<file path="src/rtl/io_out_port_pkg.sv">
// Shared types and constants for the CPU byte-output port and its serialiser.
package io_out_port_pkg;

  typedef enum logic [1:0] {
    TX_IDLE  = 2'd0,
    TX_START = 2'd1,
    TX_DATA  = 2'd2,
    TX_STOP  = 2'd3
  } tx_state_e;

  // Start bit, eight data bits and one stop bit.
  localparam int IO_FRAME_BITS           = 10;
  localparam int IO_DEFAULT_CLKS_PER_BIT = 16;
  localparam int IO_DEFAULT_DEPTH        = 8;

endpackage

</file>
<file path="src/rtl/io_out_port_if.sv">
// CPU-side byte-output bus: write strobe, data and overflow clear in, serial line and status out.
interface io_out_port_if
  import io_out_port_pkg::*;
#(
  parameter int DEPTH = IO_DEFAULT_DEPTH
);
  localparam int CNT_W = $clog2(DEPTH) + 1;

  logic             wr_en;
  logic [7:0]       wr_data;
  logic             clr_ovf;
  logic             tx;
  logic             busy;
  logic             full;
  logic [CNT_W-1:0] count;
  logic             overflow;

  modport master (
    output wr_en, wr_data, clr_ovf,
    input  tx, busy, full, count, overflow
  );

  modport slave (
    input  wr_en, wr_data, clr_ovf,
    output tx, busy, full, count, overflow
  );

endinterface

</file>
<file path="src/rtl/io_fifo.sv">
// Synchronous byte FIFO with occupancy count; a push into a full FIFO is accepted
// only when a pop happens in the same cycle.
module io_fifo #(
  parameter int DEPTH = 8
) (
  input  logic                    clk,
  input  logic                    reset,
  input  logic                    push,
  input  logic                    pop,
  input  logic [7:0]              din,
  output logic [7:0]              dout,
  output logic [$clog2(DEPTH):0]  count,
  output logic                    full,
  output logic                    empty
);
  localparam int PTR_W = $clog2(DEPTH);
  localparam int CNT_W = PTR_W + 1;

  logic [7:0]       mem_q [DEPTH];
  logic [PTR_W-1:0] wptr_q, wptr_d;
  logic [PTR_W-1:0] rptr_q, rptr_d;
  logic [CNT_W-1:0] count_q, count_d;
  logic             do_push;
  logic             do_pop;

  assign empty = (count_q == '0);
  assign full  = (count_q == CNT_W'(DEPTH));
  assign count = count_q;
  assign dout  = mem_q[rptr_q];

  always_comb begin
    do_pop  = pop && !empty;
    do_push = push && (!full || do_pop);
    wptr_d  = wptr_q + PTR_W'(do_push);
    rptr_d  = rptr_q + PTR_W'(do_pop);
    count_d = count_q + CNT_W'(do_push) - CNT_W'(do_pop);
  end

  always_ff @(posedge clk) begin
    if (reset) begin
      wptr_q  <= '0;
      rptr_q  <= '0;
      count_q <= '0;
    end else begin
      wptr_q  <= wptr_d;
      rptr_q  <= rptr_d;
      count_q <= count_d;
    end
  end

  // Storage needs no reset: the pointers and count define what is valid.
  always_ff @(posedge clk) begin
    if (do_push && !reset) begin
      mem_q[wptr_q] <= din;
    end
  end

endmodule

</file>
<file path="src/rtl/io_out_port.sv">
// CPU byte-output port: buffers written bytes and sends them as 8N1 frames, LSB first,
// with a sticky flag for bytes dropped while the buffer was full.
module io_out_port
  import io_out_port_pkg::*;
#(
  parameter int DEPTH        = IO_DEFAULT_DEPTH,
  parameter int CLKS_PER_BIT = IO_DEFAULT_CLKS_PER_BIT
) (
  input  logic           clk,
  input  logic           reset,
  io_out_port_if.slave   bus
);
  localparam int CNT_W  = $clog2(DEPTH) + 1;
  localparam int BAUD_W = $clog2(CLKS_PER_BIT);
  localparam logic [BAUD_W-1:0] BAUD_LAST = BAUD_W'(CLKS_PER_BIT - 1);

  tx_state_e         state_q, state_d;
  logic [BAUD_W-1:0] baud_q, baud_d;
  logic [2:0]        bit_q, bit_d;
  logic [7:0]        shift_q, shift_d;
  logic              tx_q, tx_d;
  logic              overflow_q, overflow_d;

  logic              fifo_pop;
  logic [7:0]        fifo_dout;
  logic [CNT_W-1:0]  fifo_count;
  logic              fifo_full;
  logic              fifo_empty;

  io_fifo #(.DEPTH(DEPTH)) u_fifo (
    .clk   (clk),
    .reset (reset),
    .push  (bus.wr_en),
    .pop   (fifo_pop),
    .din   (bus.wr_data),
    .dout  (fifo_dout),
    .count (fifo_count),
    .full  (fifo_full),
    .empty (fifo_empty)
  );

  // tx_d is the line level for the cycle after the edge, so the line is glitch-free.
  always_comb begin
    state_d    = state_q;
    baud_d     = baud_q;
    bit_d      = bit_q;
    shift_d    = shift_q;
    tx_d       = tx_q;
    fifo_pop   = 1'b0;
    case (state_q)
      TX_IDLE: begin
        tx_d = 1'b1;
        if (!fifo_empty) begin
          fifo_pop = 1'b1;
          shift_d  = fifo_dout;
          baud_d   = '0;
          bit_d    = '0;
          tx_d     = 1'b0;
          state_d  = TX_START;
        end
      end
      TX_START: begin
        if (baud_q == BAUD_LAST) begin
          baud_d  = '0;
          bit_d   = '0;
          tx_d    = shift_q[0];
          state_d = TX_DATA;
        end else begin
          baud_d = baud_q + 1'b1;
        end
      end
      TX_DATA: begin
        if (baud_q == BAUD_LAST) begin
          baud_d = '0;
          if (bit_q == 3'd7) begin
            tx_d    = 1'b1;
            state_d = TX_STOP;
          end else begin
            bit_d   = bit_q + 3'd1;
            shift_d = {1'b0, shift_q[7:1]};
            tx_d    = shift_q[1];
          end
        end else begin
          baud_d = baud_q + 1'b1;
        end
      end
      TX_STOP: begin
        if (baud_q == BAUD_LAST) begin
          baud_d  = '0;
          tx_d    = 1'b1;
          state_d = TX_IDLE;
        end else begin
          baud_d = baud_q + 1'b1;
        end
      end
      default: begin
        tx_d    = 1'b1;
        state_d = TX_IDLE;
      end
    endcase

    // A drop in the same cycle as a clear must leave the flag set.
    if (bus.wr_en && fifo_full && !fifo_pop) begin
      overflow_d = 1'b1;
    end else if (bus.clr_ovf) begin
      overflow_d = 1'b0;
    end else begin
      overflow_d = overflow_q;
    end
  end

  always_ff @(posedge clk) begin
    if (reset) begin
      state_q    <= TX_IDLE;
      baud_q     <= '0;
      bit_q      <= '0;
      shift_q    <= '0;
      tx_q       <= 1'b1;
      overflow_q <= 1'b0;
    end else begin
      state_q    <= state_d;
      baud_q     <= baud_d;
      bit_q      <= bit_d;
      shift_q    <= shift_d;
      tx_q       <= tx_d;
      overflow_q <= overflow_d;
    end
  end

  assign bus.tx       = tx_q;
  assign bus.busy     = (state_q != TX_IDLE) || !fifo_empty;
  assign bus.full     = fifo_full;
  assign bus.count    = fifo_count;
  assign bus.overflow = overflow_q;

endmodule

</file>
<file path="src/flat_wrapper.sv">
// flat-port wrapper written by rule: the top's interface ports become plain ports
module io_out_port_flat import io_out_port_pkg::*;
#(
  parameter int DEPTH        = IO_DEFAULT_DEPTH,
  parameter int CLKS_PER_BIT = IO_DEFAULT_CLKS_PER_BIT
)
  (clk, reset, bus_wr_en, bus_wr_data, bus_clr_ovf, bus_tx, bus_busy, bus_full, bus_count, bus_overflow);
  io_out_port_if #(.DEPTH(DEPTH)) bus_i ();
  input  logic clk;
  input  logic reset;
  input wire logic [$bits(bus_i.wr_en)-1:0] bus_wr_en;
  input wire logic [$bits(bus_i.wr_data)-1:0] bus_wr_data;
  input wire logic [$bits(bus_i.clr_ovf)-1:0] bus_clr_ovf;
  output wire logic [$bits(bus_i.tx)-1:0] bus_tx;
  output wire logic [$bits(bus_i.busy)-1:0] bus_busy;
  output wire logic [$bits(bus_i.full)-1:0] bus_full;
  output wire logic [$bits(bus_i.count)-1:0] bus_count;
  output wire logic [$bits(bus_i.overflow)-1:0] bus_overflow;
  assign bus_i.wr_en = bus_wr_en;
  assign bus_i.wr_data = bus_wr_data;
  assign bus_i.clr_ovf = bus_clr_ovf;
  assign bus_tx = bus_i.tx;
  assign bus_busy = bus_i.busy;
  assign bus_full = bus_i.full;
  assign bus_count = bus_i.count;
  assign bus_overflow = bus_i.overflow;
  io_out_port #(.DEPTH(DEPTH), .CLKS_PER_BIT(CLKS_PER_BIT)) u_core (.clk(clk), .reset(reset), .bus(bus_i));
endmodule
</file>
<file path="config.mk">
export PLATFORM = sky130hd
export DESIGN_NAME = io_out_port_flat
export DESIGN_NICKNAME = d
export VERILOG_FILES = /design/src/rtl/io_out_port_pkg.sv /design/src/rtl/io_out_port_if.sv /design/src/rtl/io_fifo.sv /design/src/rtl/io_out_port.sv /design/src/flat_wrapper.sv
export SDC_FILE = /design/constraint.sdc
export NUM_CORES = 1
export LEC_CHECK = 0
export CAP_MARGIN = 30
export CORE_ASPECT_RATIO = 1.75
export CORE_MARGIN = 2
export CORE_UTILIZATION = 45
export CTS_BUF_LIST = sky130_fd_sc_hd__clkbuf_4 sky130_fd_sc_hd__clkbuf_8
export DETAILED_ROUTE_END_ITERATION = 6
export HOLD_SLACK_MARGIN = 0.06
export PLACE_DENSITY_LB_ADDON = 0.2
export SYNTH_ARGS = -nofsm -noshare
export SYNTH_HDL_FRONTEND = slang
export SYNTH_HIERARCHICAL = 1
export SYNTH_SLANG_ARGS = --single-unit
</file>
<file path="constraint.sdc">
create_clock -name clk -period 6.5 [get_ports clk]
set_input_delay 1.3 -clock clk [delete_from_list [all_inputs] [get_ports clk]]
set_output_delay 1.3 -clock clk [all_outputs]
set_load 0.05 [all_outputs]
</file>
==> results of run 1 <==
[worst paths after layout]
check                                                  startpoint                             endpoint  slack [ns]  depth (start not counted)
worst min register to register   u_core/bus.overflow$_SDFFE_PP0P_     u_core/bus.overflow$_SDFFE_PP0P_        0.48                          2
worst min-delay path             u_core/bus.overflow$_SDFFE_PP0P_     u_core/bus.overflow$_SDFFE_PP0P_        0.48                          2
worst max-delay path            u_core/u_fifo/count[2]$_SDFF_PP0_                             bus_busy        2.70                          6
worst max register to register     u_core/state_q[0]$_SDFFE_PP0P_  u_core/u_fifo/mem_q[3][0]$_DFFE_PP_        3.78                          7
[where the power goes]
part	switching (W)	internal, W	leakage, nW
sequential	0.0000541	0.000698	0.815
clock	0.000184	0.000154	0.0864
combinational	0.000297	0.000282	0.739
[layout by cell type, fill, tap and decap left out, drive strengths merged, types with 4 or more instances in the layout]
cell           count
nor2              18
nand3              5
o21ai              4
mux2              16
mux2i             12
clkbuf            13
nor4               4
dfxtp             29
edfxtp            64
a21oi              6
buf                7
ha                17
inv               12
clkdlybuf4s50     19
mux4              16
nand2b            11
nor2b             15
[stage by stage]
| stage | utilization (%) | hold WS, ns | instance area, um^2 | setup slack, ns | instances |
|---|---|---|---|---|---|
| after floorplan | - | 0.449 | 4210 | 3.47 | 277 |
| after global placement | 49.5 | 0.462 | 4500 | 2.79 | 408 |
| after CTS | 51.6 | 0.476 | 4690 | 2.67 | 427 |
| final | 51.6 | 0.477 | 4690 | 2.70 | 427 |
| after global routing | 51.6 | 0.503 | 4690 | 2.47 | 427 |
| after detailed placement | 49.7 | 0.464 | 4520 | 3.10 | 411 |
[worst reg2reg max path: cells and delay by family (launching register included)]
kind	cells	cell delay, ns
DFF	1	0.35
and+or+nand+nor	3	1.21
adders and majority gates	1	0.38
AOI/OAI and AO/OA	1	0.11
buffers and inverters	2	0.38
[cells in the mapped netlist, types with 2 or more instances]
| master | number |
|---|---|
| nand2_1 | 3 |
| a211oi_1 | 2 |
| buf_6 | 2 |
| nor2_1 | 18 |
| nor3_1 | 3 |
| nor2b_1 | 15 |
| edfxtp_1 | 64 |
| mux2i_1 | 12 |
| mux2_2 | 15 |
| xnor2_1 | 3 |
| a21oi_1 | 6 |
| nand3_1 | 4 |
| or2_2 | 2 |
| inv_1 | 12 |
| ha_1 | 17 |
| nand3b_1 | 3 |
| mux4_1 | 15 |
| dfxtp_1 | 29 |
| o21ai_0 | 3 |
| or3_1 | 2 |
| nand2b_1 | 11 |
| buf_2 | 3 |
| or3b_2 | 2 |
| nor4_1 | 4 |
| and3_1 | 2 |
| clkbuf_1 | 5 |
[registers in the layout, indices dropped and copies added, names as in the netlist]
signal                flops
u_core/u_fifo/wptr_q      3
u_core/bus.tx             1
u_core/u_fifo/count       4
u_core/baud_q             4
u_core/bit_q              3
u_core/u_fifo/rptr_q      3
u_core/bus.overflow       1
u_core/state_q            2
u_core/shift_q            8
u_core/u_fifo/mem_q      64
[routing by layer]
| metal | share of wire [%] | routed length, um | up-vias |
|---|---|---|---|
| met5 | 0 | 0 | - |
| met4 | 2.4 | 174 | 0 |
| met3 | 2.3 | 163 | 13 |
| met2 | 56 | 4010 | 28 |
| met1 | 40 | 2870 | 1126 |
| li1 | - | - | 1101 |
[cell type report]
type | count | area [um^2]
clock buffers | 13 | 154
repair buffers | 26 | 240
well taps | 120 | 150
clock inverters | 3 | 15.0
inverters | 12 | 45.0
multi-input cells | 160 | 1580
flip-flops and latches | 93 | 2500
fillers | 840 | 4400
[cells by family (layout without fill, tap and decap cells)]
| logic type | after synthesis | count (layout) | share of synthesized area (%) |
|---|---|---|---|
| xor+xnor | 3 | 3 | 0.625 |
| flops | 93 | 93 | 59.5 |
| simple gates | 74 | 74 | 10.1 |
| mux | 44 | 44 | 17.1 |
| buf+inv | 24 | 54 | 2.98 |
| fa+ha+maj | 18 | 18 | 5.53 |
| compound gates | 21 | 21 | 4.17 |
==> flow_summary.toml, run 1 <==
[run_status]
outcome = "finished, final reports clean"

[grt]
grt_pass1_vias = 2253
antenna_found_initial = 0
grt_pass1_wl_mm = 11.6
met1_usage_pct = 17.1
grt_start_max_net_pins = 47
busiest_layer = "met2"
gr-usage-all-layers_pct = 15.3
gr-total-overflow = 0
use_met2_pct = 26.8
grt.met3_usage_pct = 2.40

[timing]
max_slew_margin_pct = 36.0
fin_crit_ns = 3.80
slew_violations = 0
setup_viol = 0
setup-tns-final_ns = 0
finalHoldViolCount = 0
worst_pin_slew_ns = 0.958
timing.fmax_mhz = 263
skew_ns = 0.00728
fin_crit_sh_pct = 58.5
rsz0062_at_grt = "no"

[drt]
drc_errors = 0
wl_per_cell_um = 16.9
drt-initial-drc-count = 101
first_pass_iters = 4
routed_wirelength_mm = 7.23
vias_per_cell = 5.31
ant_nets = 0
vias = 2268

[logic_synthesis]
ys_seq_area_share_pct = 59.5
synth-edff-count = 64
synth_top_cell_area_share_pct = 45.7
ys_warn_count = 6
ys_top_cells_by_area = "edfxtp_1 46%, dfxtp_1 14%, mux4_1 9.4%"
netlist_instances = 277
yosys_register_bits = 93
synth-main-ff-cell = "edfxtp_1"
synth_cell_types = 46
synth_top_area_cell = "edfxtp_1"
syn_area_mm2 = 0.00421
syn_nets = 307
async_reset_ff_share_pct = 0
syn_avg_cell_area_um2 = 15.2

[setup_path]
cp_top_family = "buffers and inverters"
critPathMaxFanout = 5
worst_path_largest_cell_delay_ns = 0.71
critPathLaunchType = "register"
critical_path_class = "reg2out"
crit_chain = "inv_1, ha_1, nor3b_1, and2_1, inv_1, clkdlybuf4s50_1"
cp_common_cell = "inv_1"
required_ns = 5.20
crit_slowest_cell = "clkdlybuf4s50_1"
cp.arrival_ns = 2.50
critPathCaptureType = "output pin"
path_buf_inv = 3

[clock_network]
h-tree-depth = 3
cts-buffers-inserted = 9
post_cts_resize_count = 0
ctsHoldBuffers = 0
cts_sinks = 93
clk_path_buf_depth = 2
clk_pin_slew_ns = 0.08
insertion_delay_ns = 0.36
cts_root_buffer = "clkbuf_8"
post_cts_buffers = 0
tritoncts = "yes"

[place]
place_congestion = 0.764
portBuffers = 19
hpwlAfterDp_mm = 5.03

[hold_path]
hold_path.class = "reg2reg"

[floorplanning]
die_w_um = 77.1
num_io_pins = 20
die_h_um = 132
dieArea_mm2 = 0.0102
rows = 46
core_area_mm2 = 0.00909
start_util_pct = 46.2

[power]
p_per_area_mw_per_mm2 = 356
p_leak_nw = 1.64
p_total_w = 0.00167
peakVddDrop_mv = 0.200

[final_layout]
nNetsFinal = 332
area_growth_syn_to_layout_pct = 11.5
antenna_cells = 0
drive_above_1_share_pct = 16.0

[job]
cap_viol_max_count = 0
Note: power is estimated with default switching activity, not from simulation.
==> run 2: changes to the inputs <==
clock period = 3.6 ns   (was 6.5 ns; I/O delays follow)
==> run 2 against run 1 <==
First-iteration DRC count shrank 31%; worst hold slack better by 0.0057 ns; die area unchanged; largest power group unchanged; via count rose by 1.6%; global-route usage is 0.23 points higher; sequential share of layout area is 0.16 points lower; largest cell class unchanged.
==> flow_summary.toml, run 2 (synthesis results as in run 1) <==
[final_layout]
final_util_pct = 51.7
largest_reg_flops = 64
area_growth_syn_to_layout_pct = 11.9
antenna_cells = 0
layout_commonest_cell = "edfxtp_1"
drive_above_1_share_pct = 16.6
reg.largest.list = "u_core/u_fifo/mem_q (64), u_core/shift_q (8)"
layout_common_cells = "64 x edfxtp_1, 29 x dfxtp_1, 19 x clkdlybuf4s50_1"
nFillCells = 805
design_area_mm2 = 0.00470
top_register = "u_core/u_fifo/mem_q"
nNetsFinal = 333

[timing]
worst_pin_slew_ns = 0.874
timing.fmax_mhz = 313
slew_violations = 0
rsz0062_at_grt = "no"
worst_slack_ns = 0.406
fin_crit_ns = 3.19
max_slew_margin_pct = 41.7
skew_ns = 0.0116
finalHoldViolCount = 0
setup-tns-final_ns = 0
setup_viol = 0
fin_crit_sh_pct = 88.7

[clock_network]
cts_sinks = 93
cts-buffers-inserted = 9
clk_pin_slew_ns = 0.09
ctsHoldBuffers = 0
tritoncts = "yes"
h-tree-depth = 3
post_cts_resize_count = 0
post_cts_buffers = 0
insertion_delay_ns = 0.35
cts_root_buffer = "clkbuf_8"
clk_path_buf_depth = 2

[floorplanning]
num_io_pins = 20
start_util_pct = 46.2
dieArea_mm2 = 0.0102
die_w_um = 77.1
rows = 46
die_h_um = 132
core_area_mm2 = 0.00909

[setup_path]
critPathLaunchType = "register"
critPathMaxFanout = 5
required_ns = 2.88
critPathCaptureType = "output pin"
critical_path_class = "reg2out"
cp.arrival_ns = 2.47

[power]
peakVddDrop_mv = 0.298
p_leak_nw = 1.65
p_per_area_mw_per_mm2 = 642

[place]
place_area_mm2 = 0.00453
hpwlAfterDp_mm = 4.88
place_congestion = 0.775
pre_cts_slack_ns = 0.784
portBuffers = 19

[grt]
grt_pass1_vias = 2338
grt_start_max_net_pins = 44
gr-total-overflow = 0
antenna_found_initial = 0
grt_pass1_wl_mm = 11.9
gr-usage-all-layers_pct = 15.5

[drt]
wl_per_cell_um = 17.3
first_pass_iters = 4
vias_per_cell = 5.38
ant_nets = 0
routed_wirelength_mm = 7.40
vias = 2304
drt-initial-drc-count = 70
drc_errors = 0

[hold_path]
hold_path.class = "reg2reg"

[job]
cap_viol_max_count = 0

[run_status]
outcome = "finished, final reports clean"
run 2: cell types whose count changed in the layout (fill, tap and decap cells not counted):
| cell | previous run | this run |
|---|---|---|
| clkinv_2 | 0 | 3 |
| clkinvlp_4 | 1 | 0 |
| buf_4 | 6 | 8 |
| clkbuf_4 | 4 | 1 |
| buf_2 | 1 | 0 |
| clkinv_1 | 2 | 1 |
| clkinv_4 | 0 | 1 |
| clkbuf_8 | 9 | 10 |
run 2: critical path, stage by stage, from the launching register on:
cell and delay (ns):
dfxtp_1 0.32, inv_1 0.10, ha_1 0.17, nor3b_1 0.44
and2_1 0.34, inv_1 0.06, clkdlybuf4s50_1 0.70
run 2: final timing paths:
check	from	cells past startpoint	slack [ns]	endpoint
min	u_core/bit_q[2]$_SDFFE_PP0P_	2	0.48	u_core/bit_q[2]$_SDFFE_PP0P_
min reg2reg	u_core/bit_q[2]$_SDFFE_PP0P_	2	0.48	u_core/bit_q[2]$_SDFFE_PP0P_
max	u_core/u_fifo/count[2]$_SDFF_PP0_	6	0.41	bus_busy
max reg2reg	u_core/state_q[0]$_SDFFE_PP0P_	7	1.03	u_core/u_fifo/mem_q[0][7]$_DFFE_PP_
run 2: final cells by class:
cell class | instances | area, um^2 | share of cell area [%]
inverter | 12 | 45.0 | 0.957
tap | 120 | 150 | 3.19
multi-input combinational | 160 | 1580 | 33.7
timing repair buffer | 27 | 250 | 5.32
sequential | 93 | 2500 | 53.2
clock inverter | 5 | 27.5 | 0.585
clock buffer | 11 | 145 | 3.09
run 2: per-layer routing:
layer	global-route usage, %	up-vias	wire length [um]
met3	3.15	8	154
met2	29.1	24	4190
met5	0	-	0
met4	5.95	0	116
li1	-	1106	-
met1	16.8	1166	2940
run 2: power by group:
group	switching, W	leakage (nW)	internal, W	total (W)
clock network	0.000334	0.0939	0.000273	0.000607
registers	0.0000814	0.815	0.00126	0.00134
logic	0.000557	0.744	0.000513	0.00107
run 2: stage by stage:
| stage | power [W] | hold WS [ns] | instances |
|---|---|---|---|
| after floorplan | 0.00221 | 0.449 | 277 |
| after CTS | 0.00307 | 0.485 | 428 |
| after detailed placement | 0.00245 | 0.472 | 412 |
| final | 0.00302 | 0.483 | 428 |
| after global placement | 0.00242 | 0.462 | 412 |
| after global routing | 0.00321 | 0.514 | 428 |
==> run 3: changes to the inputs <==
GPL_ROUTABILITY_DRIVEN = 0   (was unset)
TNS_END_PERCENT = 5   (was unset)
==> results of run 3 <==
Final layout, timing and power as in run 2 (identical DEF).
